--- src/rtl/weight_loader_mk2.sv ---
`default_nettype none
// ============================================================================
// Module  : weight_loader_mk2
// Purpose : Fetches one filter's weights over the read DMA and packs the words
//           into weight-SRAM rows (3x3 or 1x1 kernels, ping-pong bank).
// Option  : define WEIGHT_LOADER_MK2_CKSUM_EN to build the per-load byte sum.
// Rev     : 1.0 - initial release
// ============================================================================
module weight_loader_mk2 #(
    parameter int AXI_WIDTH_AD        = 32,
    parameter int AXI_WIDTH_DA        = 32,
    parameter int BITS_TRANS          = 18,
    parameter int WEIGHT_SRAM_ADDRESS = 5,
    parameter int CALC_CH_W           = 16,
    parameter int KMAX                = 9,
    parameter int DOUT_WIDTH          = KMAX * CALC_CH_W * 8
) (
    input  logic                           clk,
    input  logic                           rst,
    input  logic                           ap_start,
    output logic                           ap_done,
    output logic                           ap_busy,
    output logic                           cfg_err,
    input  logic                           kernel_1x1,
    input  logic                           bank_sel,
    input  logic [8:0]                     in_ch,
    input  logic [8:0]                     weight_idx,
    input  logic [AXI_WIDTH_AD-1:0]        weight_start_addr,
    output logic                           start_dma,
    output logic [BITS_TRANS-1:0]          num_trans,
    output logic [AXI_WIDTH_AD-1:0]        start_addr,
    input  logic [AXI_WIDTH_DA-1:0]        data_o,
    input  logic                           data_vld_o,
    input  logic [BITS_TRANS-1:0]          data_cnt_o,
    input  logic                           done_o,
    output logic                           w_en,
    output logic                           w_bank,
    output logic [WEIGHT_SRAM_ADDRESS-1:0] w_addr,
    output logic [DOUT_WIDTH-1:0]          w_data,
    output logic [15:0]                    w_cksum
);

    localparam int MAX_WPR        = KMAX * CALC_CH_W * 8 / AXI_WIDTH_DA;
    localparam int BEAT_W         = $clog2(MAX_WPR + 1);
    localparam int ROWCNT_W       = WEIGHT_SRAM_ADDRESS + 1;
    localparam int BYTES_PER_BEAT = AXI_WIDTH_DA / 8;

    typedef logic [AXI_WIDTH_AD-1:0]        addr_t;
    typedef logic [BITS_TRANS-1:0]          trans_t;
    typedef logic [BEAT_W-1:0]              beat_t;
    typedef logic [ROWCNT_W-1:0]            rcnt_t;
    typedef logic [WEIGHT_SRAM_ADDRESS-1:0] waddr_t;

    typedef enum logic [2:0] {
        S_IDLE = 3'd0,
        S_CALC = 3'd1,
        S_REQ  = 3'd2,
        S_LOAD = 3'd3,
        S_DONE = 3'd4
    } state_t;

    state_t          state_q;
    logic            ap_done_q, ap_busy_q, cfg_err_q, start_dma_q;
    trans_t          num_trans_q;
    addr_t           start_addr_q;
    logic            w_en_q, bank_q;
    waddr_t          w_addr_q;
    logic [DOUT_WIDTH-1:0] w_data_q, pack_q, pack_d;
    logic            kernel_q;
    logic [8:0]      in_ch_q, idx_q, rows_q;
    addr_t           base_q;
    beat_t           wpr_q, beat_q;
    rcnt_t           rows_done_q;
    logic            done_flag_q;

    logic [31:0]     taps_d, wpr_d;
    logic [8:0]      rows_d;
    addr_t           bpf_d, start_addr_d;
    trans_t          num_trans_d;
    logic            cfg_bad_d, all_rows_d, last_beat_d, beat_acc_d;

    // Layer geometry, evaluated from the configuration latched at start.
    always_comb begin
        taps_d       = kernel_q ? 32'd1 : 32'(KMAX);
        wpr_d        = taps_d * 32'(CALC_CH_W) * 32'd8 / 32'(AXI_WIDTH_DA);
        rows_d       = 9'(32'(in_ch_q) / 32'(CALC_CH_W));
        bpf_d        = addr_t'(taps_d) * addr_t'(in_ch_q);
        start_addr_d = base_q + addr_t'(idx_q) * bpf_d;
        num_trans_d  = trans_t'(32'(rows_d) * wpr_d * 32'(AXI_WIDTH_DA) / 32'd32);
        cfg_bad_d    = (in_ch_q == 9'd0)
                    || ((32'(in_ch_q) % 32'(CALC_CH_W)) != 32'd0)
                    || (32'(rows_d) > (32'd1 << WEIGHT_SRAM_ADDRESS));
    end

    // Beat k of a row lands at word k, so the first beat is the row LSBs.
    always_comb begin
        pack_d = pack_q;
        for (int k = 0; k < MAX_WPR; k++) begin
            if (beat_q == beat_t'(k)) begin
                pack_d[k*AXI_WIDTH_DA +: AXI_WIDTH_DA] = data_o;
            end
        end
    end

    assign all_rows_d  = (32'(rows_done_q) >= 32'(rows_q));
    assign last_beat_d = (beat_q == (wpr_q - beat_t'(1)));
    assign beat_acc_d  = (state_q == S_LOAD) && data_vld_o && !all_rows_d;

    always_ff @(posedge clk) begin
        if (rst) begin
            state_q      <= S_IDLE;
            ap_done_q    <= 1'b0;
            ap_busy_q    <= 1'b0;
            cfg_err_q    <= 1'b0;
            start_dma_q  <= 1'b0;
            num_trans_q  <= '0;
            start_addr_q <= '0;
            w_en_q       <= 1'b0;
            bank_q       <= 1'b0;
            w_addr_q     <= '0;
            w_data_q     <= '0;
            pack_q       <= '0;
            kernel_q     <= 1'b0;
            in_ch_q      <= '0;
            idx_q        <= '0;
            rows_q       <= '0;
            base_q       <= '0;
            wpr_q        <= '0;
            beat_q       <= '0;
            rows_done_q  <= '0;
            done_flag_q  <= 1'b0;
        end else begin
            start_dma_q <= 1'b0;
            w_en_q      <= 1'b0;
            ap_done_q   <= 1'b0;
            case (state_q)
                S_IDLE: begin
                    if (ap_start) begin
                        state_q   <= S_CALC;
                        ap_busy_q <= 1'b1;
                        cfg_err_q <= 1'b0;
                        kernel_q  <= kernel_1x1;
                        bank_q    <= bank_sel;
                        in_ch_q   <= in_ch;
                        idx_q     <= weight_idx;
                        base_q    <= weight_start_addr;
                    end
                end
                S_CALC: begin
                    start_addr_q <= start_addr_d;
                    num_trans_q  <= num_trans_d;
                    rows_q       <= rows_d;
                    wpr_q        <= beat_t'(wpr_d);
                    w_addr_q     <= '0;
                    rows_done_q  <= '0;
                    beat_q       <= '0;
                    pack_q       <= '0;
                    done_flag_q  <= 1'b0;
                    if (cfg_bad_d) begin
                        cfg_err_q <= 1'b1;
                        ap_done_q <= 1'b1;
                        state_q   <= S_DONE;
                    end else begin
                        start_dma_q <= 1'b1;
                        state_q     <= S_REQ;
                    end
                end
                S_REQ: begin
                    if (done_o) done_flag_q <= 1'b1;
                    state_q <= S_LOAD;
                end
                S_LOAD: begin
                    if (done_o) done_flag_q <= 1'b1;
                    if (w_en_q) w_addr_q <= w_addr_q + waddr_t'(1);
                    if (beat_acc_d) begin
                        if (last_beat_d) begin
                            w_en_q      <= 1'b1;
                            w_data_q    <= pack_d;
                            pack_q      <= '0;
                            beat_q      <= '0;
                            rows_done_q <= rows_done_q + rcnt_t'(1);
                        end else begin
                            pack_q <= pack_d;
                            beat_q <= beat_q + beat_t'(1);
                        end
                    end
                    if (all_rows_d && done_flag_q) begin
                        ap_done_q <= 1'b1;
                        state_q   <= S_DONE;
                    end
                end
                S_DONE: begin
                    ap_busy_q <= 1'b0;
                    state_q   <= S_IDLE;
                end
                default: state_q <= S_IDLE;
            endcase
        end
    end

`ifdef WEIGHT_LOADER_MK2_CKSUM_EN
    logic [15:0] cksum_q, beat_sum_d;

    always_comb begin
        beat_sum_d = 16'd0;
        for (int b = 0; b < BYTES_PER_BEAT; b++) begin
            beat_sum_d = beat_sum_d + 16'(data_o[b*8 +: 8]);
        end
    end

    always_ff @(posedge clk) begin
        if (rst) begin
            cksum_q <= 16'd0;
        end else if (state_q == S_CALC) begin
            cksum_q <= 16'd0;
        end else if (beat_acc_d) begin
            cksum_q <= cksum_q + beat_sum_d;
        end
    end

    assign w_cksum = cksum_q;
`else
    assign w_cksum = 16'd0;
`endif

    // The DMA beat counter is informational only.
    logic unused_cnt;
    assign unused_cnt = ^data_cnt_o;

    assign ap_done    = ap_done_q;
    assign ap_busy    = ap_busy_q;
    assign cfg_err    = cfg_err_q;
    assign start_dma  = start_dma_q;
    assign num_trans  = num_trans_q;
    assign start_addr = start_addr_q;
    assign w_en       = w_en_q;
    assign w_bank     = bank_q;
    assign w_addr     = w_addr_q;
    assign w_data     = w_data_q;

endmodule
`default_nettype wire

--- config.mk ---
export PLATFORM = sky130hd
export DESIGN_NAME = weight_loader_mk2
export DESIGN_NICKNAME = d
export VERILOG_FILES = /design/src/rtl/weight_loader_mk2.sv
export SDC_FILE = /design/constraint.sdc
export NUM_CORES = 2
export LEC_CHECK = 0
export BUFFER_PORTS_ARGS = -buffer_cell sky130_fd_sc_hd__clkbuf_2
export CORE_AREA = 5 5 513 515
export DETAILED_ROUTE_END_ITERATION = 7
export DIE_AREA = 0 0 518 520
export GPL_TIMING_DRIVEN = 0
export PLACE_DENSITY = 0.56
export SLEW_MARGIN = 20
export SYNTH_ARGS = -nofsm -noshare
export SYNTH_HDL_FRONTEND = slang
export SYNTH_SLANG_ARGS = --single-unit
--- constraint.sdc ---
create_clock -name clk -period 16.4 [get_ports clk]
set_input_delay 3.28 -clock clk [delete_from_list [all_inputs] [get_ports clk]]
set_output_delay 3.28 -clock clk [all_outputs]
set_load 0.005 [all_outputs]
==> run summary <==
The congestion estimate from routability-driven global placement came to 0.968. The count of final hold-check violations was 0; the count of TritonRoute iterations in the first routing pass was 8. In this design, the critical path's most frequently occurring cell is sky130_fd_sc_hd__fa_1. The logs give 0.471 for the fraction of the yosys area taken by sequential cells and 258000 µm² for the total core area. Across the VDD grid, the largest voltage drop is 75.8 µV. The tools report the initial core utilization as 0.399.

The worst hold path begins at start_addr[9]$_SDFFE_PP0P_. The number of buffers inserted by post-CTS setup repair came out at 0. Of all nets on the critical path, the largest fanout is 10. Buffers inserted during clock tree synthesis total 280. The kind of end point of the critical path is a flip-flop. In the final design database the tool counted 13700 nets. The synthesis-to-finish area growth was 21.1%; the row count was 187. In this design, the stage delay of the slowest critical-path cell is 0.80 ns.

The worst register-to-register path begins at kernel_q$_SDFFE_PP0P_. The worst path required time was 17.15 ns; the top cell type's share of synthesized area was 0.471. Using the TritonRoute via totals, the vias-per-cell ratio works out to 5.97. The number of hold buffers added after CTS came out at 0.

The number of synthesized register bits is 2427. The tool flagged a number of max-cap violations equal to 0. In this run the mean area of a mapped cell was 8.74 µm². During placement, the flow inserted port buffers numbering 1260.

The first routing iteration left 12100 violations. The most area-hungry cell type in the Yosys netlist was sky130_fd_sc_hd__dfxtp_1. The longest clock path from root to sink contains 4 buffers.

Setup violations remaining at the end of the flow were counted as 0. The gate count of the mapped netlist is 11800. The commonest register cell after synthesis is sky130_fd_sc_hd__dfxtp_1. The run gives 5 as the H-tree depth. The run finished with clean final reports. The tools report the via count of the first global-routing pass as 95500. In the layout the commonest cells are sky130_fd_sc_hd__dfxtp_1, sky130_fd_sc_hd__nor2_1, sky130_fd_sc_hd__clkbuf_2. The die covers 269000 µm². The run gives 102000 as the via count of the routed design. Total global routing track utilization: 0.401. The first global-routing pass estimated 769 mm of wire. The final clock period utilization by the worst path came out at 0.528. Across the whole layout, storage elements account for 48600 µm².

The share of flip-flops with an asynchronous set or reset after synthesis is 0. The width of the die is 518 µm, and the pin count of the biggest net entering global routing is 14. The maximum clock rate was 0.116 GHz. Gates resized during post-CTS repair numbered 0. The count of flip-flops with a built-in enable after synthesis came out at 0. The worst-case clock skew is 0.0647 ns. TritonCTS built the clock tree.

The logs give 47 for the initial antenna violation count and 0 for the remaining global-route overflow. After the flow finishes, the layout carries non-filler instances totaling 17000. Summing all multi-input logic gate instances after layout gives 48100 µm².

The tree built by TritonCTS fans out to 2427 sinks. On the critical path, the stage with the largest delay is an instance of sky130_fd_sc_hd__xnor2_1. The detail route stage leaves a number of antenna-violating nets equal to 0. In this run the worst hold path is classified as reg2reg. The run gives 571 mm as the total length of routed wires. The final count of pins violating max slew was 0; the half-perimeter wire length after detailed placement was 416 mm. The final-layout fill cell count came out at 25100.

The count of yosys warnings during synthesis came out at 0. In the post-synthesis netlist, the biggest area contributors are sky130_fd_sc_hd__dfxtp_1, sky130_fd_sc_hd__mux2i_1, sky130_fd_sc_hd__a311oi_1, sky130_fd_sc_hd__nor2_1, sky130_fd_sc_hd__nand3_1. The setup path with the least slack is of type reg2reg. The die is 520 µm tall.

Synthesis instantiated 65 different standard cells from the library. Setup total negative slack on the finished layout was measured at 0 ns. In the routed design, unresolved DRC markers number 0.

At the later pin of the worst-skew pair, clock insertion delay measures 0.89 ns. The cell area after synthesis was 103000 µm². The commonest non-fill, non-tap cell in the layout was sky130_fd_sc_hd__dfxtp_1. After clock tree synthesis, the clock-pin slew on the worst setup and hold paths is 0.06 ns.

In this run the clock root is driven by a sky130_fd_sc_hd__clkbuf_16. For the pin with the worst max-slew slack, the measured transition is 1.33 ns. The static leakage is 52.9 nW. The logs give 16500 for the post-placement cell count and 1336 for the number of top-level pins. Dividing total power by cell area gives a power density of 107 nW/µm².

The origin of the worst setup path was kernel_q$_SDFFE_PP0P_. Setup repair after global routing left no endpoint under its margin. The tools report the kind of start point of the critical path as a flip-flop. The final critical-path required period was 8.66 ns; the relative max-transition margin was 0.116. In the final routed layout, each cell accounts on average for 33.5 µm.

The layout cell share with drive strength beyond 1 was 0.188; the data arrival at the endpoint of the critical path was 9.40 ns.
[through the flow]
| stage | power, mW | hold WS (ns) | setup slack [ns] | area (µm²) | util |
|---|---|---|---|---|---|
| 2_1_floorplan | 6.54 | 0.436 | 9.46 | 103000 | - |
| 3_3_place_gp | 7.07 | 0.446 | 7.81 | 114000 | 0.440 |
| 3_5_place_dp | 7.13 | 0.447 | 7.83 | 116000 | 0.448 |
| 4_1_cts | 13.3 | 0.454 | 7.77 | 125000 | 0.483 |
| 5_1_grt | 13.6 | 0.465 | 7.25 | 125000 | 0.483 |
| 6_report | 13.4 | 0.455 | 7.74 | 125000 | 0.483 |
[routing by layer]
metal / wire, µm / up-vias / part of all wire / global-route usage
met1: 215000 / 49900 / 0.38 / 0.486
met4: 43500 / 20 / 0.076 / 0.255
met5: 150 / - / 0.00026 / 0
met2: 240000 / 6287 / 0.42 / 0.600
li1: - / 44200 / - / -
met3: 72000 / 1422 / 0.13 / 0.150
[flip-flops by register name, indices dropped and copies added, names as in the netlist, 2 cells and up]
name	count
rows_q	5
in_ch_q	9
state_q	3
wpr_q	2
pack_q	1152
base_q	32
rows_done_q	6
beat_q	6
w_data	1152
idx_q	9
num_trans	6
w_addr	5
start_addr	32
[cells in the mapped netlist (36+ instances only)]
library cell	count
sky130_fd_sc_hd__a311oi_1	1154
sky130_fd_sc_hd__nor2_1	2354
sky130_fd_sc_hd__nand3_1	1168
sky130_fd_sc_hd__buf_1	47
sky130_fd_sc_hd__buf_2	416
sky130_fd_sc_hd__inv_1	139
sky130_fd_sc_hd__nand2_1	1416
sky130_fd_sc_hd__clkbuf_1	796
sky130_fd_sc_hd__fa_1	98
sky130_fd_sc_hd__mux2i_1	1155
sky130_fd_sc_hd__o311ai_2	36
sky130_fd_sc_hd__a21oi_1	111
sky130_fd_sc_hd__and2_1	58
sky130_fd_sc_hd__ha_1	79
sky130_fd_sc_hd__dfxtp_1	2427
sky130_fd_sc_hd__buf_4	54
[kinds of logic after synthesis]
kind of cell | after synthesis | synth area share
simple gates | 5093 | 0.204
flops | 2427 | 0.471
buf+inv | 1486 | 0.0636
compound gates | 1423 | 0.118
mux | 1155 | 0.112
fa+ha+maj | 177 | 0.0286
xor+xnor | 28 | 0.00238
other cells | 1 | 0.0000364
[where the power goes]
group	switching (mW)	internal [mW]
registers	0.0244	5.92
logic	0.871	0.226
clock network	2.67	3.64
[worst paths after layout]
check | to | slack [ns] | cells past startpoint
setup / recovery | start_addr[28]$_SDFFE_PP0P_ | 7.74 | 28
hold / removal | start_addr[9]$_SDFFE_PP0P_ | 0.45 | 2
setup reg to reg | start_addr[28]$_SDFFE_PP0P_ | 7.74 | 28
hold reg to reg | start_addr[9]$_SDFFE_PP0P_ | 0.45 | 2
[critical path, delay by kind of cell (launching register included)]
| kind | cells | cell delay, ns |
|---|---|---|
| adder cells (fa/ha/maj) | 9 | 3.74 |
| AO/OA/AOI/OAI | 6 | 1.68 |
| buffers and inverters | 7 | 1.01 |
| AND/OR/NAND/NOR | 5 | 1.01 |
| XOR/XNOR | 1 | 0.80 |
| flip-flops | 1 | 0.33 |
[cell type report]
cell class | instances | share of cell area
clock inverters | 72 | 0.00627
multi-input cells | 7901 | 0.385
well taps | 3402 | 0.0341
clock buffers | 408 | 0.0655
plain buffers | 1347 | 0.0509
flip-flops and latches | 2427 | 0.389
repair buffers | 1329 | 0.0640
diodes | 21 | 0.000421
inverters | 139 | 0.00418
(Power assumes the default switching activity.)
